==> src/rtl/mfb_frame_len_check_if.sv <==
// rtl/mfb_frame_len_check_if.sv - single-region MFB stream bundle with frame length side-band
//
// Ports (modport view):
//   master : drives data, sof_pos, eof_pos, sof, eof, error, len_under, len_over,
//            frame_len, src_rdy; samples dst_rdy
//   slave  : samples everything the master drives; drives dst_rdy
// The length side-band (len_under, len_over, frame_len) is only meaningful on the
// output side of mfb_frame_len_check; upstream producers leave it unused.
interface mfb_frame_len_check_if #(
    parameter int REGION_SIZE = 8,
    parameter int BLOCK_SIZE  = 8,
    parameter int ITEM_WIDTH  = 8,
    parameter int LEN_WIDTH   = 16
);
    localparam int DATA_W = REGION_SIZE * BLOCK_SIZE * ITEM_WIDTH;
    localparam int SP_W   = (REGION_SIZE > 1) ? $clog2(REGION_SIZE) : 1;
    localparam int EP_W   = $clog2(REGION_SIZE * BLOCK_SIZE);

    logic [DATA_W-1:0]    data;
    logic [SP_W-1:0]      sof_pos;
    logic [EP_W-1:0]      eof_pos;
    logic                 sof;
    logic                 eof;
    logic                 error;
    logic                 len_under;
    logic                 len_over;
    logic [LEN_WIDTH-1:0] frame_len;
    logic                 src_rdy;
    logic                 dst_rdy;

    modport master (
        output data, sof_pos, eof_pos, sof, eof, error,
        output len_under, len_over, frame_len, src_rdy,
        input  dst_rdy
    );

    modport slave (
        input  data, sof_pos, eof_pos, sof, eof, error,
        input  len_under, len_over, frame_len, src_rdy,
        output dst_rdy
    );
endinterface

==> src/rtl/mfb_frame_len_check.sv <==
// rtl/mfb_frame_len_check.sv - measures MFB frame byte length and flags undersize/oversize frames
//
// Ports:
//   CLK   : clock
//   RESET : synchronous active-high reset
//   rx    : slave side, words from the UMII decoder (side-band length fields unused)
//   tx    : master side, registered copy of rx plus frame_len/len_under/len_over,
//           error = rx error OR length error; length fields are non-zero only with eof
module mfb_frame_len_check #(
    parameter int REGIONS     = 1,
    parameter int REGION_SIZE = 8,
    parameter int BLOCK_SIZE  = 8,
    parameter int ITEM_WIDTH  = 8,
    parameter int MIN_LEN     = 64,
    parameter int MAX_LEN     = 1526,
    parameter int LEN_WIDTH   = 16
) (
    input  logic                    CLK,
    input  logic                    RESET,
    mfb_frame_len_check_if.slave    rx,
    mfb_frame_len_check_if.master   tx
);
    localparam int WORD_BYTES = REGION_SIZE * BLOCK_SIZE;
    localparam int DATA_W     = REGIONS * WORD_BYTES * ITEM_WIDTH;
    localparam int SP_W       = (REGION_SIZE > 1) ? $clog2(REGION_SIZE) : 1;
    localparam int EP_W       = $clog2(WORD_BYTES);

    localparam logic [LEN_WIDTH-1:0] W_LEN   = LEN_WIDTH'(WORD_BYTES);
    localparam logic [LEN_WIDTH-1:0] BLK_LEN = LEN_WIDTH'(BLOCK_SIZE);
    localparam logic [LEN_WIDTH-1:0] MIN_L   = LEN_WIDTH'(MIN_LEN);
    localparam logic [LEN_WIDTH-1:0] MAX_L   = LEN_WIDTH'(MAX_LEN);
    localparam logic [LEN_WIDTH-1:0] ONE     = LEN_WIDTH'(1);

    function automatic logic [LEN_WIDTH-1:0] sat_add(
        input logic [LEN_WIDTH-1:0] a,
        input logic [LEN_WIDTH-1:0] b
    );
        logic [LEN_WIDTH:0] s;
        s = {1'b0, a} + {1'b0, b};
        return s[LEN_WIDTH] ? '1 : s[LEN_WIDTH-1:0];
    endfunction

    // Output register
    logic [DATA_W-1:0]    data_q;
    logic [SP_W-1:0]      sof_pos_q;
    logic [EP_W-1:0]      eof_pos_q;
    logic                 sof_q;
    logic                 eof_q;
    logic                 err_q;
    logic                 under_q;
    logic                 over_q;
    logic [LEN_WIDTH-1:0] len_q;
    logic                 src_rdy_q;

    // Frame tracking state
    logic                 frame_active;
    logic [LEN_WIDTH-1:0] cnt;

    logic                 accept;
    logic [LEN_WIDTH-1:0] s_byte;
    logic [LEN_WIDTH-1:0] e_plus1;
    logic [LEN_WIDTH-1:0] base;
    logic [LEN_WIDTH-1:0] len;
    logic [LEN_WIDTH-1:0] cnt_nxt;
    logic                 active_nxt;
    logic                 single;
    logic                 under;
    logic                 over;

    // The output slot frees up when it is empty or being drained this cycle.
    assign rx.dst_rdy = tx.dst_rdy | ~src_rdy_q;
    assign accept     = rx.src_rdy & rx.dst_rdy;

    always_comb begin
        s_byte     = LEN_WIDTH'(rx.sof_pos) * BLK_LEN;
        e_plus1    = LEN_WIDTH'(rx.eof_pos) + ONE;
        // An EOF with no frame open (orphan) measures from byte 0 of this word.
        base       = frame_active ? cnt : '0;
        // S <= E means the SOF and EOF belong to the same frame inside this word.
        single     = rx.sof & rx.eof & (s_byte < e_plus1);
        len        = single ? (e_plus1 - s_byte) : sat_add(base, e_plus1);
        under      = (len < MIN_L);
        // All-ones is the saturation value, so it is always treated as oversize.
        over       = (len > MAX_L) | (len == '1);
        cnt_nxt    = cnt;
        active_nxt = frame_active;
        if (rx.sof && !single) begin
            // New frame opens here; any previously open frame without EOF is dropped.
            cnt_nxt    = W_LEN - s_byte;
            active_nxt = 1'b1;
        end else if (rx.eof) begin
            active_nxt = 1'b0;
        end else if (frame_active) begin
            cnt_nxt = sat_add(cnt, W_LEN);
        end
    end

    always_ff @(posedge CLK) begin
        if (RESET) begin
            data_q       <= '0;
            sof_pos_q    <= '0;
            eof_pos_q    <= '0;
            sof_q        <= 1'b0;
            eof_q        <= 1'b0;
            err_q        <= 1'b0;
            under_q      <= 1'b0;
            over_q       <= 1'b0;
            len_q        <= '0;
            src_rdy_q    <= 1'b0;
            frame_active <= 1'b0;
            cnt          <= '0;
        end else if (accept) begin
            data_q       <= rx.data;
            sof_pos_q    <= rx.sof_pos;
            eof_pos_q    <= rx.eof_pos;
            sof_q        <= rx.sof;
            eof_q        <= rx.eof;
            err_q        <= rx.eof & (rx.error | under | over);
            under_q      <= rx.eof & under;
            over_q       <= rx.eof & over;
            len_q        <= rx.eof ? len : '0;
            src_rdy_q    <= 1'b1;
            frame_active <= active_nxt;
            cnt          <= cnt_nxt;
        end else if (tx.dst_rdy) begin
            src_rdy_q    <= 1'b0;
        end
    end

    assign tx.data      = data_q;
    assign tx.sof_pos   = sof_pos_q;
    assign tx.eof_pos   = eof_pos_q;
    assign tx.sof       = sof_q;
    assign tx.eof       = eof_q;
    assign tx.error     = err_q;
    assign tx.len_under = under_q;
    assign tx.len_over  = over_q;
    assign tx.frame_len = len_q;
    assign tx.src_rdy   = src_rdy_q;
endmodule

==> src/flat_wrapper.sv <==
// flat-port wrapper written by rule: the top's interface ports become plain ports
module mfb_frame_len_check_flat 
#(
    parameter int REGIONS     = 1,
    parameter int REGION_SIZE = 8,
    parameter int BLOCK_SIZE  = 8,
    parameter int ITEM_WIDTH  = 8,
    parameter int MIN_LEN     = 64,
    parameter int MAX_LEN     = 1526,
    parameter int LEN_WIDTH   = 16
)
  (CLK, RESET, rx_data, rx_sof_pos, rx_eof_pos, rx_sof, rx_eof, rx_error, rx_len_under, rx_len_over, rx_frame_len, rx_src_rdy, rx_dst_rdy, tx_data, tx_sof_pos, tx_eof_pos, tx_sof, tx_eof, tx_error, tx_len_under, tx_len_over, tx_frame_len, tx_src_rdy, tx_dst_rdy);
  mfb_frame_len_check_if #(.REGION_SIZE(REGION_SIZE), .BLOCK_SIZE(BLOCK_SIZE), .ITEM_WIDTH(ITEM_WIDTH), .LEN_WIDTH(LEN_WIDTH)) rx_i ();
  mfb_frame_len_check_if #(.REGION_SIZE(REGION_SIZE), .BLOCK_SIZE(BLOCK_SIZE), .ITEM_WIDTH(ITEM_WIDTH), .LEN_WIDTH(LEN_WIDTH)) tx_i ();
  input  logic CLK;
  input  logic RESET;
  input wire logic [$bits(rx_i.data)-1:0] rx_data;
  input wire logic [$bits(rx_i.sof_pos)-1:0] rx_sof_pos;
  input wire logic [$bits(rx_i.eof_pos)-1:0] rx_eof_pos;
  input wire logic [$bits(rx_i.sof)-1:0] rx_sof;
  input wire logic [$bits(rx_i.eof)-1:0] rx_eof;
  input wire logic [$bits(rx_i.error)-1:0] rx_error;
  input wire logic [$bits(rx_i.len_under)-1:0] rx_len_under;
  input wire logic [$bits(rx_i.len_over)-1:0] rx_len_over;
  input wire logic [$bits(rx_i.frame_len)-1:0] rx_frame_len;
  input wire logic [$bits(rx_i.src_rdy)-1:0] rx_src_rdy;
  output wire logic [$bits(rx_i.dst_rdy)-1:0] rx_dst_rdy;
  output wire logic [$bits(tx_i.data)-1:0] tx_data;
  output wire logic [$bits(tx_i.sof_pos)-1:0] tx_sof_pos;
  output wire logic [$bits(tx_i.eof_pos)-1:0] tx_eof_pos;
  output wire logic [$bits(tx_i.sof)-1:0] tx_sof;
  output wire logic [$bits(tx_i.eof)-1:0] tx_eof;
  output wire logic [$bits(tx_i.error)-1:0] tx_error;
  output wire logic [$bits(tx_i.len_under)-1:0] tx_len_under;
  output wire logic [$bits(tx_i.len_over)-1:0] tx_len_over;
  output wire logic [$bits(tx_i.frame_len)-1:0] tx_frame_len;
  output wire logic [$bits(tx_i.src_rdy)-1:0] tx_src_rdy;
  input wire logic [$bits(tx_i.dst_rdy)-1:0] tx_dst_rdy;
  assign rx_i.data = rx_data;
  assign rx_i.sof_pos = rx_sof_pos;
  assign rx_i.eof_pos = rx_eof_pos;
  assign rx_i.sof = rx_sof;
  assign rx_i.eof = rx_eof;
  assign rx_i.error = rx_error;
  assign rx_i.len_under = rx_len_under;
  assign rx_i.len_over = rx_len_over;
  assign rx_i.frame_len = rx_frame_len;
  assign rx_i.src_rdy = rx_src_rdy;
  assign rx_dst_rdy = rx_i.dst_rdy;
  assign tx_data = tx_i.data;
  assign tx_sof_pos = tx_i.sof_pos;
  assign tx_eof_pos = tx_i.eof_pos;
  assign tx_sof = tx_i.sof;
  assign tx_eof = tx_i.eof;
  assign tx_error = tx_i.error;
  assign tx_len_under = tx_i.len_under;
  assign tx_len_over = tx_i.len_over;
  assign tx_frame_len = tx_i.frame_len;
  assign tx_src_rdy = tx_i.src_rdy;
  assign tx_i.dst_rdy = tx_dst_rdy;
  mfb_frame_len_check #(.REGIONS(REGIONS), .REGION_SIZE(REGION_SIZE), .BLOCK_SIZE(BLOCK_SIZE), .ITEM_WIDTH(ITEM_WIDTH), .MIN_LEN(MIN_LEN), .MAX_LEN(MAX_LEN), .LEN_WIDTH(LEN_WIDTH)) u_core (.CLK(CLK), .RESET(RESET), .rx(rx_i), .tx(tx_i));
endmodule
==> config.mk <==
export PLATFORM = sky130hd
export DESIGN_NAME = mfb_frame_len_check_flat
export DESIGN_NICKNAME = d
export VERILOG_FILES = /design/src/rtl/mfb_frame_len_check_if.sv /design/src/rtl/mfb_frame_len_check.sv /design/src/flat_wrapper.sv
export SDC_FILE = /design/constraint.sdc
export NUM_CORES = 1
export LEC_CHECK = 0
export ABC_CLOCK_PERIOD_IN_PS = 3700
export CAP_MARGIN = 15
export CORE_AREA = 2 2 424 426
export CTS_BUF_LIST = sky130_fd_sc_hd__clkbuf_16
export DETAILED_ROUTE_END_ITERATION = 8
export DIE_AREA = 0 0 426 428
export PLACE_DENSITY = 0.4
export SYNTH_ARGS = -nofsm -noshare
export SYNTH_HDL_FRONTEND = slang
export SYNTH_SLANG_ARGS = --single-unit
export TNS_END_PERCENT = 20
==> constraint.sdc <==
create_clock -name CLK -period 3.7 [get_ports CLK]
set_input_delay 0.74 -clock CLK [delete_from_list [all_inputs] [get_ports CLK]]
set_output_delay 0.74 -clock CLK [all_outputs]
set_load 0.01 [all_outputs]
==> impl_metrics.csv <==
group,metric,value,unit
synthesis,synth_top_family_by_area,"simple AND/OR/NAND/NOR gates",
drt,wirelength,126000,µm
synthesis,synth_top_area_share,55.4,%
worst_hold_path,min_to,"u_core.tx.data[106]$_SDFFE_PP0P_",
critical_path,required,4.31,ns
floorplanning,initial_core_util,11.3,%
drt,wl_per_cell,20.8,µm
global_route,first_global_vias,21234,
clocking,clk_latency,0.68,ns
sta,hold_viol,0,
critical_path,worstSetupStartpointType,"input pin",
clocking,cts.path.max_buffers,3,
finish,finalInstanceArea,0.0368,mm²
sta,setup_violations,0,
placed_design,dpl_cell_area,0.0344,mm²
worst_hold_path,hold_depth,2,
synthesis,yosysWarnings,0,
clocking,cts_made_buffers,76,
finish,multi_input_area,0.00824,mm²
critical_path,crit_path_end_kind,"register",
critical_path,crit_fanout,5,
drt,num_vias,21965,
power_and_ir_drop,ir_drop,0.275,mV
critical_path,cp.arrival,4.19,ns
synthesis,synthTopCellsByArea,"dfxtp_1 (55%), nand2_1 (20%), a21oi_1 (14%)",
critical_path,crit_type,"in -> reg",
power_and_ir_drop,p_sw_share,27.4,%
finish,seq_area,0.0112,mm²
synthesis,ys_ff_latch,558,
clocking,cts.sinks,558,
clocking,htree_num_levels,3,
run,maxCapViolCount,0,
drt,drt_iter0_markers,1193,
finish,drive_gt1_share,6.38,%
global_route,grt_pass1_wl,173000,µm
drt,vias_per_cell,3.61,
sta,fmax,279,MHz
drt,drtAntennaViolNets,0,
synthesis,synth-simple-area-share,22.5,%
sta,rsz0062_at_grt,"no",
global_route,grt_max_degree,89,
synthesis,synth_xor_xnor_area_share,0.776,%
floorplanning,core_area,0.178,mm²
drt,drc,0,
placed_design,hpwlAfterDp,100000,µm
sta,fin_crit_sh,96.7,%
floorplanning,io_pins,1090,
synthesis,yosysTopAreaCell,"dfxtp_1",
placed_design,io_buffers,1071,
sta,fin_crit,3.58,ns
power_and_ir_drop,finalPower,16.7,mW
clocking,cts_root_buf,"clkbuf_16",
power_and_ir_drop,sequentialPowerShare,39.4,%
drt,first_pass_iters,4,
finish,final_nets,4241,
synthesis,synthesis.area,0.0201,mm²
global_route,antenna_found_initial,15,
synthesis,synth_commonest_cells,"nand2_1 (1,079), a21oi_1 (560), dfxtp_1 (558)",
power_and_ir_drop,switching_power,4.57,mW
synthesis,synth_compound_area_share,16.4,%
synthesis,syn_inst,2591,
placed_design,gp_congestion,0.858,
synthesis,ys_seq_area_share,55.4,%
synthesis,async_flop_share,0,%
finish,area_growth,82.6,%
sta,tightest_slew,0.854,ns
critical_path,rr_worst_depth,11,
outcome,status,"finished, final reports clean",
clocking,cts_hold_buf,0,
critical_path,timing.rr.start,"u_core.frame_active$_SDFFE_PP0P_",
worst_hold_path,hold_class,"reg -> reg",
synthesis,yosysMostFrequentCell,"nand2_1",
floorplanning,dieArea,0.182,mm²
power_and_ir_drop,internal-power,12.1,mW
synthesis,ys.flop_type,"dfxtp_1",
power_and_ir_drop,comb_power_share,16.5,%
global_route,grt_usage,13.4,%
worst_hold_path,min_from,"u_core.tx.data[106]$_SDFFE_PP0P_",
sta,finalMaxSlewViolations,0,
synthesis,synth_edf_count,0,
sta,fin_worst_skew,0.0238,ns
power_and_ir_drop,pwr-share-clk,44.1,%
floorplanning,rows,155,
clocking,cts-resized-gates,0,
power_and_ir_drop,cellPowerDensity,453,mW/mm²
synthesis,synth.area.mux_share,0.0497,%
synthesis,synth_fa_ha_area_share,1.13,%
global_route,overflow,0,
floorplanning,fp.dieW,426,µm
clocking,post-cts-setup-buffers,0,
clocking,cts_tree,"built",
critical_path,worst_r2r_endpoint,"u_core.tx.error$_SDFFE_PP0P_",
floorplanning,fp.dieH,428,µm
critical_path,rrSetupSlack,0.36,ns
synthesis,syn-num-nets,3154,
sta,slew_headroom,43.1,%
power_and_ir_drop,p_leak,13.4,nW
synthesis,syn_avg_cell_area,7.78,µm²
finish,n_fill_cell,19971,
clocking,path_clk_slew,0.05,ns
synthesis,synthDistinctLibCells,52,
-- state kept, by name, indices dropped and copies added (netlist names) --
register and flops:
u_core.tx.eof 1, u_core.cnt 14, u_core.tx.src_rdy 1, u_core.frame_active 1, u_core.tx.sof 1, u_core.tx.error 1, u_core.tx.len_under 1, u_core.tx.frame_len 16
u_core.tx.eof_pos 6, u_core.tx.data 512, u_core.tx.sof_pos 3, u_core.tx.len_over 1
-- power groups by stage --
stage	Combinational, mW	Sequential, mW	Clock, mW
after floorplan	0.739	6.81	0
after global placement	2.79	6.68	0
after detailed placement	2.79	6.69	0
after CTS	2.80	6.56	7.65
after global routing	2.96	6.60	7.88
final	2.75	6.56	7.34
-- through the flow --
| stage | utilization, % | setup slack, ns | setup TNS, ns | hold WS, ns | instances |
|---|---|---|---|---|---|
| 3_5_place_dp | 19.3 | -0.642 | -4.90 | 0.446 | 5955 |
| 5_1_grt | 20.7 | 0.00783 | 0 | 0.463 | 6090 |
| 6_report | 20.7 | 0.121 | 0 | 0.451 | 6092 |
| 2_1_floorplan | - | 0.193 | 0 | 0.474 | 2591 |
| 4_1_cts | 20.7 | 0.123 | 0 | 0.453 | 6088 |
| 3_3_place_gp | 19.3 | -0.634 | -4.78 | 0.441 | 5955 |
-- layout make-up --
| cell class | count | share of cell area, % |
|---|---|---|
| diodes | 4 | 0.0272 |
| clock buffers | 80 | 5.44 |
| clock inverters | 53 | 1.13 |
| inverters | 10 | 0.102 |
| multi-input cells | 1833 | 22.4 |
| flip-flops and latches | 558 | 30.4 |
| well taps | 2355 | 8.01 |
| repair buffers | 1199 | 32.5 |
-- worst max-delay path: stages --
cell and delay, ns:
clkdlybuf4s50_1 0.45, buf_4 0.18, ha_1 0.35, buf_4 0.17
ha_1 0.30, a211oi_2 0.09, o21ai_1 0.36, nand4_1 0.18
xnor2_1 0.22, nand2_1 0.11, o41a_1 0.43, or4_4 0.44
a41oi_2 0.18
-- cell usage in the layout (no fill, tap or decap), types with 15 or more instances in the layout --
master and n:
nand2_1 1078, nand3_1 17, a21oi_1 560, clkinv_1 15, dfxtp_1 558, clkbuf_16 80, buf_4 105, inv_1 28
buf_12 23, clkdlybuf4s50_1 1070, nor2_1 30, ha_1 15
-- metal layers --
metal  up-vias  wire length (µm)  track usage [%]
met5         -                 0                0
met4         0              2310             3.26
met3       117              8630             4.25
met2       559             61700             22.5
met1     10647             53800             16.3
li1      10642                 -                -
-- cells by family after synthesis --
family          count (synthesis)
fa+ha+maj                      17
simple gates                 1171
xor+xnor                       17
flops                         558
buf+inv                       200
mux                             1
compound gates                627
-- how the worst max path moves through the flow --
| stage | cells after the start | to | start | slack [ns] |
|---|---|---|---|---|
| floorplan | 12 | u_core.tx.error$_SDFFE_PP0P_ | rx_eof_pos[0] | 0.19 |
| global placement | 12 | u_core.tx.error$_SDFFE_PP0P_ | rx_eof_pos[0] | -0.63 |
| detailed placement | 12 | u_core.tx.error$_SDFFE_PP0P_ | rx_eof_pos[0] | -0.64 |
| CTS | 12 | u_core.tx.error$_SDFFE_PP0P_ | rx_eof_pos[0] | 0.12 |
| global route | 13 | u_core.tx.error$_SDFFE_PP0P_ | rx_eof_pos[0] | 0.008 |
| finish | 13 | u_core.tx.error$_SDFFE_PP0P_ | rx_eof_pos[0] | 0.12 |
Note: power is estimated with default switching activity, not from simulation.
